--- src/rtl/uart_rx_fifo.sv ---
// Receive-side byte FIFO for a UART: captures each byte the receiver offers, acknowledges it
// with a one-cycle clear pulse, and presents stored bytes first-word fall-through.
module uart_rx_fifo #(
  parameter int unsigned DEPTH = 16,
  parameter int unsigned DW    = 8
) (
  input  logic                     clk,
  input  logic                     rst_n,
  input  logic                     rx_ready,
  input  logic [DW-1:0]            rx_data,
  output logic                     rx_clear,
  output logic                     out_valid,
  output logic [DW-1:0]            out_data,
  input  logic                     out_ready,
  output logic [$clog2(DEPTH):0]   level,
  output logic                     overrun,
  input  logic                     overrun_clr,
  output logic [7:0]               drop_cnt
);

  localparam int unsigned AW = $clog2(DEPTH);
  localparam int unsigned LW = AW + 1;

  localparam logic [LW-1:0] LevelFull = LW'(DEPTH);
  localparam logic [LW-1:0] LevelOne  = LW'(1);
  localparam logic [AW-1:0] PtrOne    = AW'(1);

  typedef enum logic [0:0] {
    StIdle,
    StWaitLow
  } state_e;

  state_e state_q, state_d;

  logic [DW-1:0] mem_q [DEPTH];
  logic [AW-1:0] wr_ptr_q, wr_ptr_d;
  logic [AW-1:0] rd_ptr_q, rd_ptr_d;
  logic [LW-1:0] level_q, level_d;
  logic          overrun_q, overrun_d;
  logic [7:0]    drop_cnt_q, drop_cnt_d;

  logic capture;
  logic pop;
  logic push;
  logic drop;

  // Capture FSM: take one byte per rx_ready high phase, then wait for the level to drop.
  always_comb begin
    state_d = state_q;
    capture = 1'b0;
    unique case (state_q)
      StIdle: begin
        if (rx_ready) begin
          capture = rst_n;
          state_d = StWaitLow;
        end
      end
      StWaitLow: begin
        if (!rx_ready) begin
          state_d = StIdle;
        end
      end
      default: state_d = StIdle;
    endcase
  end

  assign rx_clear = capture;

  // A full FIFO can still accept a byte when the head leaves in the same cycle.
  assign out_valid = (level_q != '0);
  assign pop       = out_valid & out_ready;
  assign push      = capture & ((level_q < LevelFull) | pop);
  assign drop      = capture & ~push;

  always_comb begin
    wr_ptr_d = wr_ptr_q;
    rd_ptr_d = rd_ptr_q;
    level_d  = level_q;
    if (push) begin
      wr_ptr_d = wr_ptr_q + PtrOne;
    end
    if (pop) begin
      rd_ptr_d = rd_ptr_q + PtrOne;
    end
    unique case ({push, pop})
      2'b10:   level_d = level_q + LevelOne;
      2'b01:   level_d = level_q - LevelOne;
      default: level_d = level_q;
    endcase
  end

  // A drop in the same cycle as a clear wins, so the count restarts at one.
  always_comb begin
    overrun_d  = overrun_q;
    drop_cnt_d = drop_cnt_q;
    if (overrun_clr) begin
      overrun_d  = 1'b0;
      drop_cnt_d = 8'd0;
    end
    if (drop) begin
      overrun_d  = 1'b1;
      drop_cnt_d = (drop_cnt_d == 8'hFF) ? 8'hFF : drop_cnt_d + 8'd1;
    end
  end

  always_ff @(posedge clk) begin
    if (!rst_n) begin
      state_q    <= StIdle;
      wr_ptr_q   <= '0;
      rd_ptr_q   <= '0;
      level_q    <= '0;
      overrun_q  <= 1'b0;
      drop_cnt_q <= 8'd0;
    end else begin
      state_q    <= state_d;
      wr_ptr_q   <= wr_ptr_d;
      rd_ptr_q   <= rd_ptr_d;
      level_q    <= level_d;
      overrun_q  <= overrun_d;
      drop_cnt_q <= drop_cnt_d;
    end
  end

  // Storage has no reset; occupancy alone says which entries are meaningful.
  always_ff @(posedge clk) begin
    if (push) begin
      mem_q[wr_ptr_q] <= rx_data;
    end
  end

  assign out_data = mem_q[rd_ptr_q];
  assign level    = level_q;
  assign overrun  = overrun_q;
  assign drop_cnt = drop_cnt_q;

endmodule

--- config.mk ---
export PLATFORM = sky130hd
export DESIGN_NAME = uart_rx_fifo
export DESIGN_NICKNAME = d
export VERILOG_FILES = /design/src/rtl/uart_rx_fifo.sv
export SDC_FILE = /design/constraint.sdc
export NUM_CORES = 1
export LEC_CHECK = 0
export BUFFER_PORTS_ARGS = -buffer_cell sky130_fd_sc_hd__clkbuf_2
export CAP_MARGIN = 20
export CORE_MARGIN = 8
export CORE_UTILIZATION = 40
export CTS_CLUSTER_SIZE = 14
export DETAILED_ROUTE_END_ITERATION = 6
export PLACE_DENSITY = 0.54
export SETUP_SLACK_MARGIN = 0.05
export SLEW_MARGIN = 20
export SYNTH_ARGS = -nofsm -noshare
export SYNTH_HDL_FRONTEND = slang
export SYNTH_SLANG_ARGS = --single-unit
--- constraint.sdc ---
create_clock -name clk -period 4.1 [get_ports clk]
set_input_delay 0.205 -clock clk [delete_from_list [all_inputs] [get_ports clk]]
set_output_delay 0.205 -clock clk [all_outputs]
set_load 0.05 [all_outputs]
# Word-level counts from Yosys, hierarchy flattened
# Memory sizes are Yosys's and may differ from the RTL's. A register that Yosys moved wholly into a read port is not among the register bits.
# Cells that the tools add are included.
dict set report op_classes {
  eq_ne 3
  reduce_logical 3
  magnitude_cmp 1
  addsub 5
  bitwise 5
  muxes 13
}
# operator count
set ops {}
lappend ops {{$mux 8} 3}
lappend ops {{$pmux 5 s2} 1}
lappend ops {{$add 4x1->4 const B} 2}
lappend ops {{$add 8x1->8 const B} 1}
lappend ops {{$eq 8x8->1 const B} 1}
lappend ops {{$mux 4} 2}
lappend ops {{$mux 1} 7}
lappend ops {{$add 5x1->5 const B} 1}
lappend ops {{$lt 5x5->1 const B} 1}
lappend ops {{$reduce_bool 5->1} 1}
lappend ops {{$sub 5x1->5 const B} 1}
lappend ops {{$reduce_bool 2->1} 2}
lappend ops {{$and 1x1->1} 3}
lappend ops {{$eq 2x1->1 const B} 1}
lappend ops {{$eq 2x2->1 const B} 1}
lappend ops {{$not 1->1} 1}
lappend ops {{$or 1x1->1} 1}
dict set report totals {
  mem_count 1
  mem_bits_rw 128
  regBits 23
  output_inout_bits 24
  inputBits 13
  elab_cells 37
}
# name words word_bits read_ports rd_clocked_by_memory_dff wr line_no
set memory_table {}
lappend memory_table {mem_q 16 8 1 1 1 35} ;# logic [DW-1:0] mem_q [DEPTH];

# Depth between registers and ports, before layout
dict set report depth {
  ltp_word 7
  ltp_mapped 11
}

# Worst setup path after synthesis
# OpenSTA, ideal clock, no wires.
dict set report synth_timing {
  kind {reg2reg}
  from {reg level_q[1] (netlist: level[1])}
  to {reg level_q[4] (netlist: level[4])}
  setup_time_ps 127
  path_stages_with_launch 11
  setup_slack_ps 1251
  t_arrival_ps 2722
  cell_sequence {dfxtp_1 > or2_1 > o41a_1 > ha_1 > clkbuf_1 > xor2_1 > ha_1 > a32o_1 > a311oi_1 > xnor2_1 > nor2_1}
}
dict set report synth_via {
  elab_chain_len 6
}
# element line_no
set synth_rtl {}
lappend synth_rtl {{start: declaration} 38} ;# logic [LW-1:0] level_q, level_d;
lappend synth_rtl {{start signal: assignment} 118} ;# level_q <= level_d;
lappend synth_rtl {{$reduce_bool 5->1 *} 70} ;# assign out_valid = (level_q != '0);
lappend synth_rtl {{$and 1x1->1 *} 71} ;# assign pop = out_valid & out_ready;
lappend synth_rtl {{via pop} 43} ;# logic pop;
lappend synth_rtl {{$or 1x1->1} 72} ;# assign push = capture & ((level_q < LevelFull) | pop);
lappend synth_rtl {{$and 1x1->1} 72}
lappend synth_rtl {{$eq 2x1->1 / $eq 2x2->1 (equally long branches)} 85} ;# unique case ({push, pop})
lappend synth_rtl {{$pmux 5 s2 / $reduce_bool 2->1 (equally long branches)} --}
# Mark *: on every way through the listed nets, which the timed path passes. The rest lies on a longest branch.
# A chain may end at the register's enable or synchronous reset.

==> impl_metrics.csv <==
group,metric,value,unit
layout,final_common_cell,"edfxtp_1",
timing,max-slew-margin-rel,29.0,%
layout,fillCellCount,1379,
setup_path,critPathArrivalTime,2.89,ns
setup_path,path_class,"flip-flop to output port",
power,leakagePower,2.44,nW
setup_path,reg2reg_from,"level[1]",
placed_design,io_buffers,36,
setup_path,r2r_cells,9,
setup_path,critPathCaptureType,"output port",
layout,num_antenna_cells,0,
synth,synth_xor_area_share,1.80,%
grt,antenna_found_initial,0,
layout,final_nets,419,
timing,setup_viol_count_final,0,
power,p_per_area,530,mW/mm²
clocking,cts_resized,0,
floorplanning,dieArea,0.0201,mm²
layout,final-instance-count-excl-fill,626,
grt,grt_use_total,13.7,%
floorplanning,initial_utilization,40.4,%
synth,synth_fa_ha_area_share,1.78,%
synth,syn_inst,348,
timing,layout_min_cycle_time,3.09,ns
floorplanning,die_w,142,µm
clocking,cts-root-buf,"clkbuf_16",
grt,grt_start_max_net_pins,33,
clocking,cts_buffers,17,
clocking,cts_buffer_depth,2,
routing,vias_per_cell,5.20,
timing,maxSlewViolCount,0,
floorplanning,coreArea,0.0157,mm²
status,status,"finished, final reports clean",
synth,synth-simple-area-share,6.45,%
synth,ys_types,44,
synth,ys_seq_elements,155,
power,ir_drop,0.613,mV
synth,synth_top_family_by_area,"multiplexers",
setup_path,worst_r2r_endpoint,"level[4]",
clocking,cts_tree,"done",
setup_path,critical_path_required,3.89,ns
routing,vias,3256,
timing,period_share,75.4,%
synth,yosys.area.top_type,"edfxtp_1",
floorplanning,dieHeight,142,µm
routing,wirelength,12.9,mm
routing,antenna_left,0,
routing,firstDrtPassIters,4,
setup_path,cp_max_fo,23,
placed_design,dp.cells,593,
clocking,ctsHoldBuffers,0,
placed_design,hpwl,8.19,mm
setup_path,critPathLaunchType,"flip-flop",
clocking,postCtsSetupRepairBufs,0,
timing,rsz0062_at_grt,"false",
layout,drive_above_1_share,23.2,%
min_path,min_path_type,"primary input to flip-flop",
routing,routedWlPerCell,20.7,µm
clocking,clk_latency,0.42,ns
timing,hold_violations,0,
run,drv_cap,0,
setup_path,reg2reg_slack,1.25,ns
placed_design,gp_congestion,0.789,
grt,grt_pass1_vias,3381,
routing,remaining_drc_errors,0,
setup_path,cp-endpoint,"out_data[4]",
clocking,htree_levels,4,
clocking,clkTransAtPathRegs,0.06,ns
floorplanning,ios,37,
timing,fin_setup_tns,0,ns
synth,synthMuxAreaShare,16.3,%
layout,layout_common_cells,"128 x edfxtp_1, 36 x clkbuf_2, 27 x nor2_1",
floorplanning,placementRows,46,
synth,ys_warn_count,0,
layout,syn_to_final_growth,15.1,%
synth,synth_nets,370,
grt,grt_first_pass_wirelength,19.9,mm
synth,synth_edf_count,128,
clocking,cts_sinks,155,
timing,tightest_slew,1.06,ns
grt,gr-total-overflow,0,
synth,syn_area,0.00633,mm²
synth,synth.yosys.seq_area_share,69.3,%
routing,first_iter_violations,253,
synth,synth-main-ff-cell,"edfxtp_1",
synth,avgSynthCellArea,18.2,µm²
synth,synth_compound_area_share,2.33,%
timing,clock_skew,0.00704,ns
timing,max_freq,323,MHz
synth,synth_area_leaders,"edfxtp_1 61%, mux4_1 10%, dfxtp_1 8.5%",
synth,async_reset_ff_share,0,%
synth,synth.top_cell.area_share,60.7,%
[layout make-up]
type	instances	area [µm²]	area share [%]
Sequential cell	155	4390	60.2
Multi-Input combinational cell	171	1820	25.0
Clock buffer	22	444	6.10
Tap cell	216	270	3.71
Timing Repair Buffer	45	255	3.51
Clock inverter	10	77.6	1.07
Inverter	7	26.3	0.361
[report_power, final]
| part | switching (mW) | internal [mW] |
|---|---|---|
| logic | 0.405 | 0.253 |
| clock network | 0.579 | 0.825 |
| registers | 0.0598 | 1.74 |
| total | 1.04 | 2.82 |
[worst max-delay path: stages, from the launching register on]
cell and delay (ns):
dfxtp_2 0.81, buf_4 0.34, mux4_1 0.60, mux4_2 0.46, clkbuf_2 0.25
[synthesized netlist by cell type, types with 2 or more instances]
master      n
nor2_1     30
xor2_1      7
and2_1      4
buf_1       5
inv_1       6
nand2_1    15
dfxtp_1    27
nor2b_1     4
mux4_1     24
o21ai_0     7
or4_1       2
buf_8       2
ha_1        9
edfxtp_1  128
clkbuf_1    6
mux4_2     16
nand2b_1    7
a31oi_1     3
xnor2_1     6
nor3_1      5
nand4_1     3
mux2i_1     3
nand3_1     5
a21oi_1     4
[registers in the layout, summed over array words and instances, names as in the netlist, named ones only]
register / cells
mem_q: 128
drop_cnt: 8
level: 5
rd_ptr_q: 4
wr_ptr_q: 4
overrun: 1
state_q: 1
[worst min-delay path by stage]
stage	depth (start not counted)	slack [ns]	end	from
finish	2	0.02	state_q	rx_ready
global route	2	0.009	state_q	rx_ready
CTS	2	0.007	state_q	rx_ready
detailed placement	2	0.45	state_q	rx_ready
global placement	2	0.44	state_q	rx_ready
floorplan	1	0.29	drop_cnt[6]	overrun_clr
[stage by stage]
| step | cell area [µm²] | hold slack [ns] | worst slack (ns) | utilization, % | power [mW] |
|---|---|---|---|---|---|
| CTS | 7260 | 0.00709 | 0.913 | 46.4 | 3.90 |
| detailed placement | 6740 | 0.447 | 1.30 | 43.1 | 2.49 |
| global placement | 6730 | 0.444 | 1.37 | 43.0 | 2.48 |
| global route | 7280 | 0.00938 | 0.838 | 46.5 | 4.02 |
| finish | 7280 | 0.0247 | 1.01 | 46.5 | 3.86 |
| floorplan | 6330 | 0.287 | 1.25 | - | 2.35 |
[kinds of logic (layout without fill, tap and decap cells)]
kind of cell               count (synthesis)  after routing
AOI/OAI and AO/OA                         22             22
xor gates and xnor gates                  13             13
adders and majority gates                  9              9
buffers and inverters                     22             84
DFF                                      155            155
muxes                                     44             44
and+or+nand+nor                           83             83
[routing by layer]
metal	track usage, %	routed length (µm)	up-vias
met3	4.54	619	20
met4	5.65	252	0
met1	17.6	5930	1665
li1	-	-	1494
met2	21.1	6140	77
met5	0	0	-
No activity file was read; power rests on OpenSTA's default activity.
